**src/rtl/eq_pkg.sv**
```systemverilog
// Shared types and helpers for the equalizer I2S output stage.
package eq_pkg;
  localparam int SAMPLE_W   = 16;
  localparam int ACC_W      = 32;
  localparam int FRAME_BITS = 2 * SAMPLE_W;

  typedef enum logic [1:0] {IDLE, RUN, DRAIN} tx_state_e;

  typedef struct packed {
    logic [SAMPLE_W-1:0] val;
    logic                clip;
  } sat_t;

  localparam logic signed [ACC_W-1:0] SAT_MAX = ACC_W'(32767);
  localparam logic signed [ACC_W-1:0] SAT_MIN = -ACC_W'(32768);

  function automatic sat_t sat16(input logic signed [ACC_W-1:0] v);
    sat_t r;
    r.val  = v[SAMPLE_W-1:0];
    r.clip = 1'b0;
    if (v > SAT_MAX) begin
      r.val  = 16'h7FFF;
      r.clip = 1'b1;
    end else if (v < SAT_MIN) begin
      r.val  = 16'h8000;
      r.clip = 1'b1;
    end
    return r;
  endfunction
endpackage

```
**src/rtl/eq_i2s_tx_if.sv**
```systemverilog
// Sample handshake between the band-sum stage and the I2S transmitter.
interface eq_i2s_tx_if
  import eq_pkg::*;
#(
  parameter int IN_W = ACC_W
);
  logic [IN_W-1:0] sample_in;
  logic            sample_valid;
  logic            sample_ready;

  modport master (output sample_in, output sample_valid, input  sample_ready);
  modport slave  (input  sample_in, input  sample_valid, output sample_ready);
endinterface

```
**src/rtl/eq_sample_fifo.sv**
```systemverilog
// First-word-fall-through sample buffer; a push into an empty FIFO is not poppable that cycle.
module eq_sample_fifo #(
  parameter int W     = 16,
  parameter int DEPTH = 4,
  localparam int AW   = $clog2(DEPTH)
) (
  input  logic          clk,
  input  logic          rst,
  input  logic          push,
  input  logic          pop,
  input  logic [W-1:0]  din,
  output logic [W-1:0]  dout,
  output logic [AW:0]   count,
  output logic          empty
);
  logic [W-1:0]  mem [DEPTH];
  logic [AW-1:0] wr_ptr, rd_ptr;
  logic          do_push, do_pop;

  assign empty   = (count == '0);
  assign do_push = push && (count != (AW+1)'(DEPTH));
  assign do_pop  = pop && !empty;
  assign dout    = mem[rd_ptr];

  always_ff @(posedge clk) begin
    if (rst) begin
      wr_ptr <= '0;
      rd_ptr <= '0;
      count  <= '0;
    end else begin
      if (do_push) wr_ptr <= wr_ptr + 1'b1;
      if (do_pop)  rd_ptr <= rd_ptr + 1'b1;
      count <= count + (AW+1)'(do_push) - (AW+1)'(do_pop);
    end
  end

  always_ff @(posedge clk) begin
    if (do_push) mem[wr_ptr] <= din;
  end
endmodule

```
**src/rtl/eq_i2s_tx.sv**
```systemverilog
// Band-sum scale/saturate, sample FIFO and mono I2S serializer (same sample in L and R slots).
module eq_i2s_tx
  import eq_pkg::*;
#(
  parameter int IN_W       = ACC_W,
  parameter int OUT_W      = SAMPLE_W,
  parameter int SHIFT      = 3,
  parameter int FIFO_DEPTH = 4,
  parameter int BCLK_DIV   = 4
) (
  input  logic       clk,
  input  logic       rst_n,
  eq_i2s_tx_if.slave s_if,
  input  logic       tx_en,
  input  logic       clr_flags,
  output logic       bclk,
  output logic       lrclk,
  output logic       sdata,
  output logic       sat_flag,
  output logic       underrun_flag
);
  localparam int DW = (BCLK_DIV > 1) ? $clog2(BCLK_DIV) : 1;
  localparam int BW = $clog2(FRAME_BITS);
  localparam int CW = $clog2(FIFO_DEPTH) + 1;

  tx_state_e              state;
  logic [DW-1:0]          div_cnt;
  logic [BW-1:0]          bit_cnt;
  logic [FRAME_BITS-1:0]  shreg;
  logic [CW-1:0]          fifo_cnt;
  logic                   fifo_empty;
  logic [OUT_W-1:0]       fifo_dout;
  logic signed [IN_W-1:0] shifted;
  sat_t                   sat;
  logic                   push, pop, div_wrap, fall_evt, frame_start;

  assign shifted           = $signed(s_if.sample_in) >>> SHIFT;
  assign sat               = sat16(shifted);
  // rst_n is active-high here; ready is forced low for the whole reset cycle
  assign s_if.sample_ready = !rst_n && (fifo_cnt != CW'(FIFO_DEPTH));
  assign push              = s_if.sample_valid && s_if.sample_ready;

  assign div_wrap    = (div_cnt == DW'(BCLK_DIV - 1));
  assign fall_evt    = (state != IDLE) && div_wrap && bclk;
  assign frame_start = fall_evt && (bit_cnt == '0);
  assign pop         = frame_start && (state == RUN) && !fifo_empty;

  eq_sample_fifo #(.W(OUT_W), .DEPTH(FIFO_DEPTH)) u_fifo (
    .clk   (clk),
    .rst   (rst_n),
    .push  (push),
    .pop   (pop),
    .din   (sat.val),
    .dout  (fifo_dout),
    .count (fifo_cnt),
    .empty (fifo_empty)
  );

  always_ff @(posedge clk) begin
    if (rst_n) begin
      state         <= IDLE;
      div_cnt       <= '0;
      bit_cnt       <= '0;
      bclk          <= 1'b0;
      lrclk         <= 1'b0;
      sdata         <= 1'b0;
      shreg         <= '0;
      sat_flag      <= 1'b0;
      underrun_flag <= 1'b0;
    end else begin
      sat_flag      <= (sat_flag & ~clr_flags) | (push & sat.clip);
      underrun_flag <= (underrun_flag & ~clr_flags) |
                       (frame_start && (state == RUN) && fifo_empty);
      case (state)
        IDLE: begin
          bclk    <= 1'b0;
          lrclk   <= 1'b0;
          div_cnt <= '0;
          bit_cnt <= '0;
          if (tx_en && !fifo_empty) state <= RUN;
        end
        default: begin
          div_cnt <= div_wrap ? '0 : div_cnt + 1'b1;
          if (div_wrap) bclk <= ~bclk;
          if (fall_evt) begin
            // One-bit I2S delay: the k=0 slot carries the previous frame's LSB,
            // which is the MSB of the shift register after 31 shifts.
            lrclk   <= bit_cnt[BW-1];
            bit_cnt <= bit_cnt + 1'b1;
            sdata   <= shreg[FRAME_BITS-1];
            if (frame_start && (state == RUN))
              shreg <= pop ? {fifo_dout, fifo_dout} : '0;
            else
              shreg <= shreg << 1;
            if (frame_start && (state == DRAIN)) state <= IDLE;
          end
          if ((state == RUN) && !tx_en) state <= DRAIN;
        end
      endcase
    end
  end
endmodule

```
**src/flat_wrapper.sv**
```systemverilog
// flat-port wrapper written by rule: the top's interface ports become plain ports
module eq_i2s_tx_flat import eq_pkg::*;
#(
  parameter int IN_W       = ACC_W,
  parameter int OUT_W      = SAMPLE_W,
  parameter int SHIFT      = 3,
  parameter int FIFO_DEPTH = 4,
  parameter int BCLK_DIV   = 4
)
  (clk, rst_n, tx_en, clr_flags, bclk, lrclk, sdata, sat_flag, underrun_flag, s_if_sample_in, s_if_sample_valid, s_if_sample_ready);
  eq_i2s_tx_if #(.IN_W(IN_W)) s_if_i ();
  input  logic clk;
  input  logic rst_n;
  input  logic tx_en;
  input  logic clr_flags;
  output logic bclk;
  output logic lrclk;
  output logic sdata;
  output logic sat_flag;
  output logic underrun_flag;
  input wire logic [$bits(s_if_i.sample_in)-1:0] s_if_sample_in;
  input wire logic [$bits(s_if_i.sample_valid)-1:0] s_if_sample_valid;
  output wire logic [$bits(s_if_i.sample_ready)-1:0] s_if_sample_ready;
  assign s_if_i.sample_in = s_if_sample_in;
  assign s_if_i.sample_valid = s_if_sample_valid;
  assign s_if_sample_ready = s_if_i.sample_ready;
  eq_i2s_tx #(.IN_W(IN_W), .OUT_W(OUT_W), .SHIFT(SHIFT), .FIFO_DEPTH(FIFO_DEPTH), .BCLK_DIV(BCLK_DIV)) u_core (.clk(clk), .rst_n(rst_n), .s_if(s_if_i), .tx_en(tx_en), .clr_flags(clr_flags), .bclk(bclk), .lrclk(lrclk), .sdata(sdata), .sat_flag(sat_flag), .underrun_flag(underrun_flag));
endmodule
```
**config.mk**
```make
export PLATFORM = sky130hd
export DESIGN_NAME = eq_i2s_tx_flat
export DESIGN_NICKNAME = d
export VERILOG_FILES = /design/src/rtl/eq_pkg.sv /design/src/rtl/eq_i2s_tx_if.sv /design/src/rtl/eq_sample_fifo.sv /design/src/rtl/eq_i2s_tx.sv /design/src/flat_wrapper.sv
export SDC_FILE = /design/constraint.sdc
export NUM_CORES = 1
export LEC_CHECK = 0
export CAP_MARGIN = 20
export CORE_MARGIN = 2
export CORE_UTILIZATION = 50
export DETAILED_ROUTE_END_ITERATION = 16
export MAX_ROUTING_LAYER = met4
export PLACE_DENSITY = 0.82
export REMOVE_ABC_BUFFERS = 1
export SLEW_MARGIN = 5
export SYNTH_ARGS = -nofsm -noshare
export SYNTH_HDL_FRONTEND = slang
export SYNTH_SLANG_ARGS = --single-unit
```
**constraint.sdc**
```tcl
create_clock -name clk -period 2.46 [get_ports clk]
set_input_delay 0.369 -clock clk [delete_from_list [all_inputs] [get_ports clk]]
set_output_delay 0.369 -clock clk [all_outputs]
set_load 0.05 [all_outputs]
```
**Word level (Yosys, flattened, before mapping)**

Memory sizes are Yosys's and may differ from the RTL's. A register that Yosys moved wholly into a read port is not among the register bits.
Cells that the tools add are included.

- Flip-flop bits (word level): 53
- RAM bits: 64
- Input port bits: 37
- Output and inout bits: 6
- Logic and storage cells: 73
- Memories kept: 1

Memory list:

| name | words | bits a word | read ports | clocked after Yosys merged registers in | wr ports | RTL line | RTL |
|---|---|---|---|---|---|---|---|
| u_core.u_fifo.mem | 4 | 16 | 1 | 1 | 1 | eq_sample_fifo.sv:16 | `logic [W-1:0] mem [DEPTH];` |

- Add/subtract/negate cells: 6
- $lt $le $gt $ge: 2
- Equality and inequality tests: 5
- Mux-type cells: 13
- Bitwise logic cells: 8
- Reduce and logical (&&, ||, !) cells: 26

Operator list:

| cell | number |
|---|---|
| $mux 32 | 2 |
| $mux 17 | 2 |
| $gt 29x16->1 const B | 1 |
| $lt 29x16->1 const B | 1 |
| $mux 2 | 7 |
| $logic_and 1x1->1 | 13 |
| $add 2x1->2 const B | 3 |
| $reduce_bool 3->1 | 2 |
| $add 5x1->5 const B | 1 |
| $logic_not 5->1 | 1 |
| $eq 2x2->1 const B | 2 |
| $add 3x1->3 | 1 |
| $and 1x1->1 | 3 |
| $logic_not 1->1 | 3 |
| $logic_not 3->1 | 1 |
| $ne 3x3->1 const B | 1 |
| $not 1->1 | 3 |
| $reduce_and 3->1 | 1 |
| $reduce_or 3->1 | 1 |
| $sub 3x1->3 | 1 |
| $eq 2x1->1 const B | 1 |
| $logic_not 2->1 | 1 |
| $mux 1 | 2 |
| $ne 2x1->1 const B | 1 |
| other kinds (4) | 5 |

**Depth between registers and ports, before layout**

- Word-level depth: 9
- Mapped depth: 12
- Depth with buffers taken out: 11

**Hierarchy**

From an unflattened synthesis, not the netlist that was laid out.

- Cell total of the unflattened synthesis: 428
- Area total of the unflattened synthesis: 5367.6 um^2

By module, submodules not included:

| module | instances | cells an instance | area each (um^2) | sequential area each (um^2) |
|---|---|---|---|---|
| eq_sample_fifo | 1 | 134 | 2811.4 | 2102.0 |
| eq_i2s_tx | 1 | 294 | 2556.2 | 920.9 |

**Least setup slack after synthesis**

OpenSTA, ideal clock, no wires.

- Path type: reg-to-reg
- From: reg u_core.bclk
- To: reg u_core.u_fifo.count[2]
- Setup time: 128 ps
- Data arrival time: 2500 ps
- Required time: 2332 ps
- Slack: -168 ps
- Stages on the path, launching flop included: 12
- Path buffers: 2
- Period minus slack after synthesis: 2628 ps
- Cells stage by stage: dfxtp_1 > clkbuf_1 > nand4b_1 > nor3_2 > buf_4 > ha_1 > inv_1 > ha_1 > fa_1 > xnor2_1 > xnor2_1 > nor2_1

- Cells in the longest elaborated chain, start to end: 6

RTL lines:

| element | RTL line | RTL |
|---|---|---|
| start, declared | eq_i2s_tx.sv:16 | `output logic bclk,` |
| start signal, assigned | eq_i2s_tx.sv:84 | `if (div_wrap) bclk <= ~bclk;` |
| $logic_and 1x1->1 | eq_i2s_tx.sv:44 | `assign fall_evt = (state != IDLE) && div_wrap && bclk;` |
| $logic_and 1x1->1 | eq_i2s_tx.sv:45 | `assign frame_start = fall_evt && (bit_cnt == '0);` |
| $logic_and 1x1->1 (2 in series) | eq_i2s_tx.sv:46 | `assign pop = frame_start && (state == RUN) && !fifo_empty;` |
| $logic_and 1x1->1 | eq_sample_fifo.sv:22 | `assign do_pop = pop && !empty;` |
| via u_core.u_fifo.do_pop | eq_sample_fifo.sv:18 | `logic do_push, do_pop;` |
| $sub 3x1->3 | eq_sample_fifo.sv:33 | `count <= count + (AW+1)'(do_push) - (AW+1)'(do_pop);` |
| end signal, assigned | eq_sample_fifo.sv:33 |  |
| end, declared | eq_sample_fifo.sv:13 | `output logic [AW:0] count,` |

The timed path passes the listed nets, and every way through them passes these cells.
A chain may end at the register's enable or synchronous reset.

**Worst setup path after layout**

- From: reg u_core.bit_cnt[1]
- To: reg u_core.u_fifo.count[2]

- Cells in the longest elaborated chain, start to end: 6

RTL lines:

| element | RTL line | RTL |
|---|---|---|
| start, declared | eq_i2s_tx.sv:28 | `logic [BW-1:0] bit_cnt;` |
| start signal, assigned | eq_i2s_tx.sv:89 | `bit_cnt <= bit_cnt + 1'b1;` |
| $logic_not 5->1 | eq_i2s_tx.sv:45 |  |
| $logic_and 1x1->1 | eq_i2s_tx.sv:45 |  |
| $logic_and 1x1->1 (2 in series) | eq_i2s_tx.sv:46 |  |
| $logic_and 1x1->1 | eq_sample_fifo.sv:22 |  |
| $sub 3x1->3 | eq_sample_fifo.sv:33 |  |

Every way passes these cells.

==> impl_metrics.ini <==
[status]
status = complete, no violations

[detailed_routing]
ant_nets = 0
wl_met2_um = 5210
drt_pass1_iterations = 4
drtIter0Drc = 135
wire_per_inst_um = 16.3
drc = 0
wl_met1_um = 3850
via_per_inst = 5.51
wl_um = 9660
vias = 3269
route.met3.wl_um = 420
top_layer = met4

[clock_network]
cts_tree = yes
clock-sinks = 119
clk_latency_ps = 510
path_clk_slew_ps = 60
clockRootBuffer = clkbuf_8
htreeDepth = 4
numCtsBuffers = 17
cts_max_path_buffers = 2
hold_buffers = 0

[sta]
rsz0062_at_grt = true
fin_crit_ps = 2400
skew_ps = 9.57
fmax_ghz = 0.417
finalSetupViolCount = 0
maxSlewHeadroom_pct = 45.5
drv_slew = 0
setup_tns_ps = 0
hold_viol_final = 0
hold_ws_ps = 436
worst_pin_slew_ps = 816
period_share_pct = 97.5
post-route-worst-setup-slack_ps = 62.2

[final_layout]
drive_above_1_share_pct = 16.8
fin_area_um2 = 5970
fin_cells = 593
fin_util_pct = 64.1
nets = 498
diodes = 0
area_growth_pct = 22.8

[synth]
avgSynthCellArea_um2 = 12.1
yosysSeqAreaShare_pct = 62.1
synth_cell_types = 38
syn_area_um2 = 4860
ys_ff_latch = 119
synth_cells = 403
ys_warn_count = 0

[worst_setup_path]
timing.rr.start = u_core.bit_cnt[1]
crit_end = u_core.u_fifo.count[2]
critPathMostFrequentCell = ha_1
crit_start = u_core.bit_cnt[1]
cp_num_cells = 11
endpoint_kind = register
cp_max_fo = 2
regToRegSetupSlack_ps = 60
reg2reg_depth = 11
worstPathArrival_ps = 2780
cp_data_required_time_ps = 2840
slowest_delay_ps = 480
regToRegEndpoint = u_core.u_fifo.count[2]
crit_type = register to register
crit_family = adder cells
worst-path-buf-inv = 2
worstPathCellList = inv_2, ha_1, or4b_4, nor3_4, ha_1, inv_1, ha_2, fa_2, xnor2_2, xnor2_1, nor2_1
cp-start-kind = register
slowest_stage = or4b_4

[floorplan]
fp-row-count = 35
start_util_pct = 52.2
die_area_um2 = 10500
ios = 43
die_y_um = 103
dieWidth_um = 103
core_area_um2 = 9330

[global_route]
overflow = 0
grt.total_usage_pct = 20.7
grt_pass1_vias = 3390
grt_antenna_before_repair = 0
grt_pass1_wl_um = 15800
grt_max_degree = 48

[power]
p_clk_share_pct = 47.4
p_sw_mw = 1.06
p_int_mw = 3.51
combPwrFrac_pct = 5.1
netSwitchingFraction_pct = 23.3
vdd_drop_max_mv = 0.384
power_density_nw_per_um2 = 766
leakage_nw = 2.06
p_seq_share_pct = 47.4
power.total_mw = 4.58

[worst_hold_path]
whs_path_depth = 1
hold_path.class = register to register

[job]
maxCapViolCount = 0

[placed_design]
detailed_place_hpwl_um = 5950
io_buffer_count = 39
gp_congestion = 0.730
placedInstanceArea_um2 = 5410
place_inst = 560
place_ws_ps = -263
## worst register-to-register path, delay by kind of cell (launching register included)
kind / cells / cell delay (ps)
buffers and inverters: 2 / 110
flip-flops: 1 / 320
XOR/XNOR: 2 / 290
adder cells (fa/ha/maj): 4 / 830
AND/OR/NAND/NOR: 3 / 720
## layer usage
layer	global-route usage [%]	vias to the layer above
met3	5.76	15
met2	35.0	86
met4	9.23	0
li1	-	1563
met1	22.8	1605
met5	-	-
## cell families after synthesis
kind of cell    after synthesis  share of synthesized area (%)
simple gates                131                           11.8
flops                       119                           62.1
compound gates               82                           10.8
buf+inv                      37                           3.73
mux                          16                           7.41
fa+ha+maj                    10                           2.73
xor+xnor                      8                           1.44
## layout by cell type, fill, tap and decap left out, types with 2 or more instances in the layout
cell / netlist / routed
clkbuf_16: 0 / 16
buf_4: 2 / 19
inv_2: 0 / 2
inv_1: 8 / 6
xor2_1: 3 / 3
and2_1: 4 / 4
clkinvlp_4: 0 / 4
nand2_1: 25 / 25
nand2b_1: 3 / 3
nand4_1: 4 / 4
nor2b_1: 3 / 3
dfxtp_1: 55 / 54
edfxtp_1: 64 / 64
xnor2_1: 5 / 4
a211oi_1: 32 / 32
o31ai_1: 2 / 2
a21oi_1: 41 / 41
nor2_1: 78 / 78
inv_6: 0 / 4
nor3_1: 4 / 4
clkinv_4: 0 / 6
clkdlybuf4s50_1: 0 / 38
ha_1: 9 / 8
mux4_2: 16 / 16
nor4_1: 3 / 3
## worst min-delay path by stage
stage,end,startpoint,slack (ps)
floorplan,u_core.div_cnt[0],u_core.div_cnt[0],400
global placement,u_core.div_cnt[0],u_core.div_cnt[0],410
detailed placement,u_core.div_cnt[0],u_core.div_cnt[0],440
CTS,u_core.div_cnt[0],u_core.div_cnt[0],450
global route,u_core.div_cnt[0],u_core.div_cnt[0],460
finish,u_core.div_cnt[0],u_core.div_cnt[0],440
## cell type report
class | instances | area (um2)
clock buffers | 17 | 414
clock inverters | 15 | 123
fillers | 687 | 3350
inverters | 8 | 30.0
multi-input cells | 247 | 1680
flip-flops and latches | 119 | 3020
well taps | 129 | 161
repair buffers | 58 | 543
## Yosys cell counts, drive strengths merged
cell	instances	area share [%]
and2	4	0.51
o41a	1	0.23
o21bai	1	0.15
nor3b	1	0.15
a21bo	1	0.21
edfxtp	64	40
a21oi	41	4.2
mux4	16	7.4
xnor2	5	0.90
or4b	1	0.28
a41oi	1	0.18
xor2	3	0.54
nor3	5	0.62
a211oi	32	4.9
or2	1	0.13
fa	1	0.41
dfxtp	55	23
clkbuf	17	1.3
nor4	3	0.39
nor2b	3	0.39
nand2	25	1.9
o21ai	1	0.10
buf	12	1.8
nand3b	1	0.15
nand2b	3	0.39
nand4	4	0.51
inv	8	0.62
o211a	1	0.21
ha	9	2.3
nor2	78	6.0
nand3	1	0.10
o31ai	2	0.31
o211ai	1	0.26
nand4b	1	0.18
## what timing repair did
item / CTS / global route
setup endpoints to repair: 1 / 1
setup buffers: 1 / 0
resized for setup: 2 / 5
pin swaps: 2 / 5
## flip-flops by register name (all words and copies together) (netlist names), named ones only
| signal | cells |
|---|---|
| u_core.sat_flag | 1 |
| u_core.u_fifo.rd_ptr | 2 |
| u_core.u_fifo.wr_ptr | 2 |
| u_core.lrclk | 1 |
| u_core.bit_cnt | 5 |
| u_core.state | 2 |
| u_core.u_fifo.mem | 64 |
| u_core.div_cnt | 2 |
| u_core.sdata | 1 |
| u_core.u_fifo.count | 3 |
| u_core.underrun_flag | 1 |
| u_core.shreg | 32 |
| u_core.bclk | 1 |
## power by group through the flow
stage | combinational (mW) | clock, mW | sequential (mW)
floorplan | 0.107 | 0 | 2.21
global placement | 0.221 | 0 | 2.21
detailed placement | 0.231 | 0 | 2.21
CTS | 0.236 | 2.21 | 2.17
global route | 0.261 | 2.30 | 2.17
finish | 0.235 | 2.17 | 2.17
(Power assumes the default switching activity.)
